==> src/rtl/flash_page_writer.sv <==
// SPI NOR page-program sequencer: WREN, PAGE PROGRAM with streamed payload,
// then RDSR polling until WIP clears or the poll budget runs out.
module flash_page_writer #(
    parameter int CS_GAP_CYCLES = 4,
    parameter int POLL_MAX      = 65535
) (
    input  logic        clk,
    input  logic        rst,
    input  logic        start,
    input  logic [23:0] address,
    input  logic [8:0]  byte_count,
    input  logic [7:0]  data_in,
    input  logic        data_valid,
    output logic        data_ready,
    output logic        busy,
    output logic        done,
    output logic        error,
    output logic        flash_clk,
    output logic        flash_mosi,
    input  logic        flash_miso,
    output logic        flash_cs,
    output logic [3:0]  dbg_state
);

    localparam int GW = (CS_GAP_CYCLES > 1) ? $clog2(CS_GAP_CYCLES) : 1;
    localparam int PW = $clog2(POLL_MAX + 1);

    typedef enum logic [3:0] {
        IDLE, CHECK, WREN, GAP1, PP_CMD, PP_ADDR, PP_DATA, GAP2, RDSR, POLL_GAP, FINISH
    } state_t;

    state_t        state, state_n;
    logic [23:0]   addr_q, addr_n;
    logic [8:0]    bytes_left, bytes_left_n;
    logic [7:0]    sh, sh_n;
    logic [2:0]    bit_idx, bit_idx_n;
    logic          phase, phase_n;
    logic          sh_full, sh_full_n;
    logic [1:0]    seg, seg_n;
    logic [PW-1:0] poll_cnt, poll_cnt_n;
    logic [GW-1:0] gap_cnt, gap_cnt_n;
    logic          err_q, err_n;

    logic bit_active, byte_end, gap_last, last_read, range_bad;

    always_ff @(posedge clk) begin
        if (rst) begin
            state      <= IDLE;
            addr_q     <= '0;
            bytes_left <= '0;
            sh         <= '0;
            bit_idx    <= '0;
            phase      <= 1'b0;
            sh_full    <= 1'b0;
            seg        <= '0;
            poll_cnt   <= '0;
            gap_cnt    <= '0;
            err_q      <= 1'b0;
        end else begin
            state      <= state_n;
            addr_q     <= addr_n;
            bytes_left <= bytes_left_n;
            sh         <= sh_n;
            bit_idx    <= bit_idx_n;
            phase      <= phase_n;
            sh_full    <= sh_full_n;
            seg        <= seg_n;
            poll_cnt   <= poll_cnt_n;
            gap_cnt    <= gap_cnt_n;
            err_q      <= err_n;
        end
    end

    // A bit is on the wire in every command state, and in PP_DATA only once a payload byte is loaded.
    always_comb begin
        bit_active = (state == WREN) || (state == PP_CMD) || (state == PP_ADDR) || (state == RDSR) ||
                     ((state == PP_DATA) && sh_full);
        byte_end   = bit_active && phase && (bit_idx == 3'd7);
        gap_last   = (gap_cnt == GW'(CS_GAP_CYCLES - 1));
        last_read  = (({1'b0, poll_cnt} + 1'b1) == (PW + 1)'(POLL_MAX));
        range_bad  = (bytes_left == 9'd0) || (bytes_left > 9'd256) ||
                     (({2'b00, addr_q[7:0]} + {1'b0, bytes_left}) > 10'd256);
    end

    always_comb begin
        state_n      = state;
        addr_n       = addr_q;
        bytes_left_n = bytes_left;
        sh_n         = sh;
        bit_idx_n    = bit_idx;
        phase_n      = phase;
        sh_full_n    = sh_full;
        seg_n        = seg;
        poll_cnt_n   = poll_cnt;
        gap_cnt_n    = gap_cnt;
        err_n        = err_q;

        // Phase A drives MOSI from sh[7]; the end of phase B shifts to the next bit.
        if (bit_active) begin
            phase_n = ~phase;
            if (phase) begin
                sh_n      = {sh[6:0], 1'b0};
                bit_idx_n = bit_idx + 3'd1;
            end
        end

        case (state)
            IDLE: begin
                if (start) begin
                    addr_n       = address;
                    bytes_left_n = byte_count;
                    err_n        = 1'b0;
                    poll_cnt_n   = '0;
                    state_n      = CHECK;
                end
            end
            CHECK: begin
                if (range_bad) begin
                    err_n   = 1'b1;
                    state_n = FINISH;
                end else begin
                    sh_n      = 8'h06;
                    bit_idx_n = 3'd0;
                    phase_n   = 1'b0;
                    state_n   = WREN;
                end
            end
            WREN: begin
                if (byte_end) begin
                    gap_cnt_n = '0;
                    state_n   = GAP1;
                end
            end
            GAP1: begin
                if (gap_last) begin
                    gap_cnt_n = '0;
                    sh_n      = 8'h02;
                    state_n   = PP_CMD;
                end else begin
                    gap_cnt_n = gap_cnt + 1'b1;
                end
            end
            PP_CMD: begin
                if (byte_end) begin
                    sh_n    = addr_q[23:16];
                    seg_n   = 2'd0;
                    state_n = PP_ADDR;
                end
            end
            PP_ADDR: begin
                if (byte_end) begin
                    if (seg == 2'd0) begin
                        sh_n  = addr_q[15:8];
                        seg_n = 2'd1;
                    end else if (seg == 2'd1) begin
                        sh_n  = addr_q[7:0];
                        seg_n = 2'd2;
                    end else begin
                        sh_full_n = 1'b0;
                        state_n   = PP_DATA;
                    end
                end
            end
            // data_in is taken on any clock where data_valid && data_ready; data_ready never depends
            // on data_valid, and while data_valid stays low the bus simply stalls with cs held low.
            PP_DATA: begin
                if (!sh_full) begin
                    if (data_valid && data_ready) begin
                        sh_n         = data_in;
                        sh_full_n    = 1'b1;
                        bytes_left_n = bytes_left - 9'd1;
                        bit_idx_n    = 3'd0;
                        phase_n      = 1'b0;
                    end
                end else if (byte_end) begin
                    sh_full_n = 1'b0;
                    if (bytes_left == 9'd0) begin
                        gap_cnt_n = '0;
                        state_n   = GAP2;
                    end
                end
            end
            GAP2, POLL_GAP: begin
                if (gap_last) begin
                    gap_cnt_n = '0;
                    sh_n      = 8'h05;
                    seg_n     = 2'd0;
                    state_n   = RDSR;
                end else begin
                    gap_cnt_n = gap_cnt + 1'b1;
                end
            end
            // The final sampled bit of the status byte is WIP, so it is taken straight from MISO.
            RDSR: begin
                if (byte_end) begin
                    if (seg == 2'd0) begin
                        seg_n = 2'd1;
                        sh_n  = 8'h00;
                    end else begin
                        poll_cnt_n = poll_cnt + 1'b1;
                        if (!flash_miso) begin
                            err_n   = 1'b0;
                            state_n = FINISH;
                        end else if (last_read) begin
                            err_n   = 1'b1;
                            state_n = FINISH;
                        end else begin
                            gap_cnt_n = '0;
                            state_n   = POLL_GAP;
                        end
                    end
                end
            end
            FINISH: begin
                state_n = IDLE;
            end
            default: begin
                state_n = IDLE;
            end
        endcase
    end

    always_comb begin
        flash_cs   = !((state == WREN) || (state == PP_CMD) || (state == PP_ADDR) ||
                       (state == PP_DATA) || (state == RDSR));
        flash_clk  = bit_active && phase;
        flash_mosi = bit_active && sh[7];
        data_ready = (state == PP_DATA) && !sh_full && (bytes_left != 9'd0);
        busy       = (state != IDLE);
        done       = (state == FINISH);
        error      = (state == FINISH) && err_q;
        dbg_state  = state;
    end

endmodule

==> config.mk <==
export PLATFORM = sky130hd
export DESIGN_NAME = flash_page_writer
export DESIGN_NICKNAME = d
export VERILOG_FILES = /design/src/rtl/flash_page_writer.sv
export SDC_FILE = /design/constraint.sdc
export NUM_CORES = 1
export LEC_CHECK = 0
export CAP_MARGIN = 20
export CORE_MARGIN = 2
export CORE_UTILIZATION = 51
export DETAILED_ROUTE_END_ITERATION = 10
export DONT_BUFFER_PORTS = 1
export GPL_ROUTABILITY_DRIVEN = 0
export MAX_ROUTING_LAYER = met4
export PLACE_DENSITY_LB_ADDON = 0.15
export SLEW_MARGIN = 20
export SYNTH_ARGS = -nofsm -noshare
export SYNTH_HDL_FRONTEND = slang
export SYNTH_SLANG_ARGS = --single-unit
==> constraint.sdc <==
create_clock -name clk -period 6.3 [get_ports clk]
set_clock_uncertainty 0.1 [all_clocks]
set_input_delay 1.26 -clock clk [delete_from_list [all_inputs] [get_ports clk]]
set_output_delay 1.26 -clock clk [all_outputs]
set_load 0.02 [all_outputs]
==> run summary <==
status: complete, no violations
sw frac: 45.4%
FFs w/ async S/R, synth: 0%
Final Cell Area: 4850 sq um
io pins: 57
sw power: 0.844 mW
EDFF count, synth: 0
Gate Count Post-Synth: 626
Synth area leader: dfxtp_1
final slew viol count: 0
Post-CTS Setup Bufs: 0
sequential share of the synthesized area: 30.3%
cells along the critical path: nand4bb_1, nor3_1
hpwl dp: 8870 um
TritonCTS buffer count: 9
logic gate share of total power: 46.9%
drt wl/cell: 17.4 um
Flop pwr share: 35.0%
H-tree lvl count: 3
CP bufs+invs: 0
DIE AREA: 9970 sq um
Critical Path AT: 3010 ps
GR peak layer: met2
first-pass GRT wire length: 20700 um
Seq cells post-synth: 71
Synth Net Count: 690
Reg clk slew, reported paths: 80 ps
Layout area overhead: 3.55%
via count: 4534
met1 Use GR: 35.3%
crit path kind: flop to output pin
max cap viols: 0
Max clock buf depth: 2
Worst VDD drop: 0.000139 V
critical path's top delay family: simple AND/OR/NAND/NOR gates
Static Leak: 1.76 nW
ys flop type: dfxtp_1
CP peak stage delay: 970 ps
top cells by area, synth: dfxtp_1 30%, a21oi_1 8.0%, nand2_1 7.4%
Num Clock Sinks: 71
antenna violations before repair: 0
crit path time final: 4370 ps
normalized max-slew margin: 37.0%
Total GRT Usage: 26.3%
RSZ-0062 raised after global routing: no
Hold Violations, Final: 0
synth unique cells: 66
Tcrit/Tclk final: 69.4%
ANT nets after route: 0
Die X: 99.9 um
DRT iter0 DRCs: 296
hold_buf cts: 0
Die H: 99.9 um
P per Cell Area: 383 nW/um^2
net total in the final layout: 663
Initial Util: 53.2%
grt ovf: 0
Clock power frac: 18.1%
vias in the first global route: 4186
Critical Path Slowest Stage Cell: nor3_1
Syn Std Cell Area: 4690 sq um
overall power: 1.86 mW
row count: 34
first-pass detailed-route iteration total: 4
Ys Warns: 0
Int Power: 1.01 mW
n_diodes: 0
Post-Route WL: 12400 um
WP data required: 4940 ps
met3 usage: 4.32%
CP endpoint kind: output pin
Residual DRC: 0
number of buffers added on ports: 0
crit path max fanout: 24
Setup TNS: 0 ps
largest net degree at the start of global routing: 65
Hold WS: 352 ps
startpoint types: flop
Clk Latency, worst-skew pair: 360 ps
Core Box Area: 8810 sq um
worst hold path type: flop to flop
Avg Cell Area, Syn: 7.49 sq um
post-CTS sizing: 0
CTS tree: built
final count of negative-setup-slack endpoints: 0
vias per inst: 6.37
Worst-Margin Slew: 938 ps
dpl cell area: 4670 sq um
met2 Use GR: 41.2%
Max Fclk: 0.229 GHz
top-area cell type share of the netlist area: 30.3%
CTS Root Buffer Type: clkbuf_8
share of cells above drive strength 1: 7.12%
state kept, by name, indices dropped and copies added, names as in the netlist:
name / flops
err_q: 1
bytes_left: 9
sh_full: 1
phase: 1
addr_q: 24
poll_cnt: 16
bit_idx: 3
sh: 8
dbg_state: 4
gap_cnt: 2
seg: 2
logic make-up after synthesis:
group | count (synthesis) | share of synthesized area [%]
flops | 71 | 30.3
mux | 21 | 5.02
buf+inv | 54 | 4.94
fa+ha+maj | 18 | 4.97
simple gates | 257 | 26.6
compound gates | 199 | 27.0
xor+xnor | 6 | 1.12
routing by layer:
| metal | part of all wire (%) | routed length [um] |
|---|---|---|
| met5 | 0 | 0 |
| met4 | 1.4 | 177 |
| met3 | 5.9 | 733 |
| met2 | 46 | 5770 |
| met1 | 46 | 5730 |
power groups by stage:
stage          combinational (mW)  sequential, mW  clock [mW]
2_1_floorplan               0.733           0.599           0
3_3_place_gp                0.840           0.655           0
3_5_place_dp                0.856           0.658           0
4_1_cts                     0.859           0.647       0.341
5_1_grt                     0.966           0.666       0.359
6_report                    0.870           0.650       0.336
path summary, 6_finish.rpt:
kind,startpoint,endpoint,slack [ps],cells after the start
worst max-delay path,dbg_state[1]$_SDFFE_PP0P_,data_ready,1930,2
worst min-delay path,addr_q[9]$_SDFFE_PP0P_,addr_q[9]$_SDFFE_PP0P_,350,2
worst max register to register,dbg_state[3]$_SDFFE_PP0P_,poll_cnt[11]$_SDFFE_PP0P_,1930,12
worst min register to register,addr_q[9]$_SDFFE_PP0P_,addr_q[9]$_SDFFE_PP0P_,350,2
worst min-delay path: cells and delay by family, from the launching register on:
kind | cells | cell delay [ps]
flops | 1 | 310
simple gates | 1 | 50
compound gates | 1 | 50
layout by cell type, fill, tap and decap left out, types with 7 or more instances in the layout:
master	instances
a21oi_1	75
a31oi_1	8
nand2b_1	9
nand3_1	22
a211oi_1	12
and3_1	7
nor2_1	57
dfxtp_1	71
nor2b_1	12
ha_1	17
clkbuf_8	9
mux2i_1	10
nand2_1	92
inv_1	13
mux2_2	10
nor3_1	12
o21ai_0	36
through the flow:
stage / utilization (%) / setup slack [ps] / std cells
floorplan: - / 3060 / 626
global placement: 52.9 / 1710 / 696
detailed placement: 53.1 / 2010 / 696
CTS: 55.1 / 1950 / 712
global route: 55.1 / 1500 / 712
finish: 55.1 / 1930 / 712
area by class of cell:
class                   instances  area, sq um
inverters                      13         48.8
flip-flops and latches         71         1420
clock buffers                  10          128
repair buffers                  3         22.5
clock inverters                 6         47.5
well taps                     108          135
multi-input cells             501         3050
fillers                       844         3950
synth_stat cells, types with 3 or more instances:
cell type,instances
nand2_1,92
a21oi_1,75
dfxtp_1,71
nor2_1,57
o21ai_0,36
clkbuf_1,27
nand3_1,22
ha_1,17
nor3_1,14
inv_1,13
a211oi_1,12
nor2b_1,12
mux2_2,10
mux2i_1,10
nand2b_1,9
a31oi_1,8
buf_2,8
and3_1,7
a311oi_1,6
and2_1,6
nand4_1,6
o31ai_1,6
or3_1,6
xor2_1,6
a21o_1,5
a221oi_1,5
a22oi_1,5
nor3b_1,5
o21bai_1,5
and4_1,4
a32oi_1,3
buf_1,3
nor4_1,3
o211a_1,3
o211ai_1,3
o221a_2,3
o22ai_1,3
or4_1,3
Power figures use the tool's default switching activity.
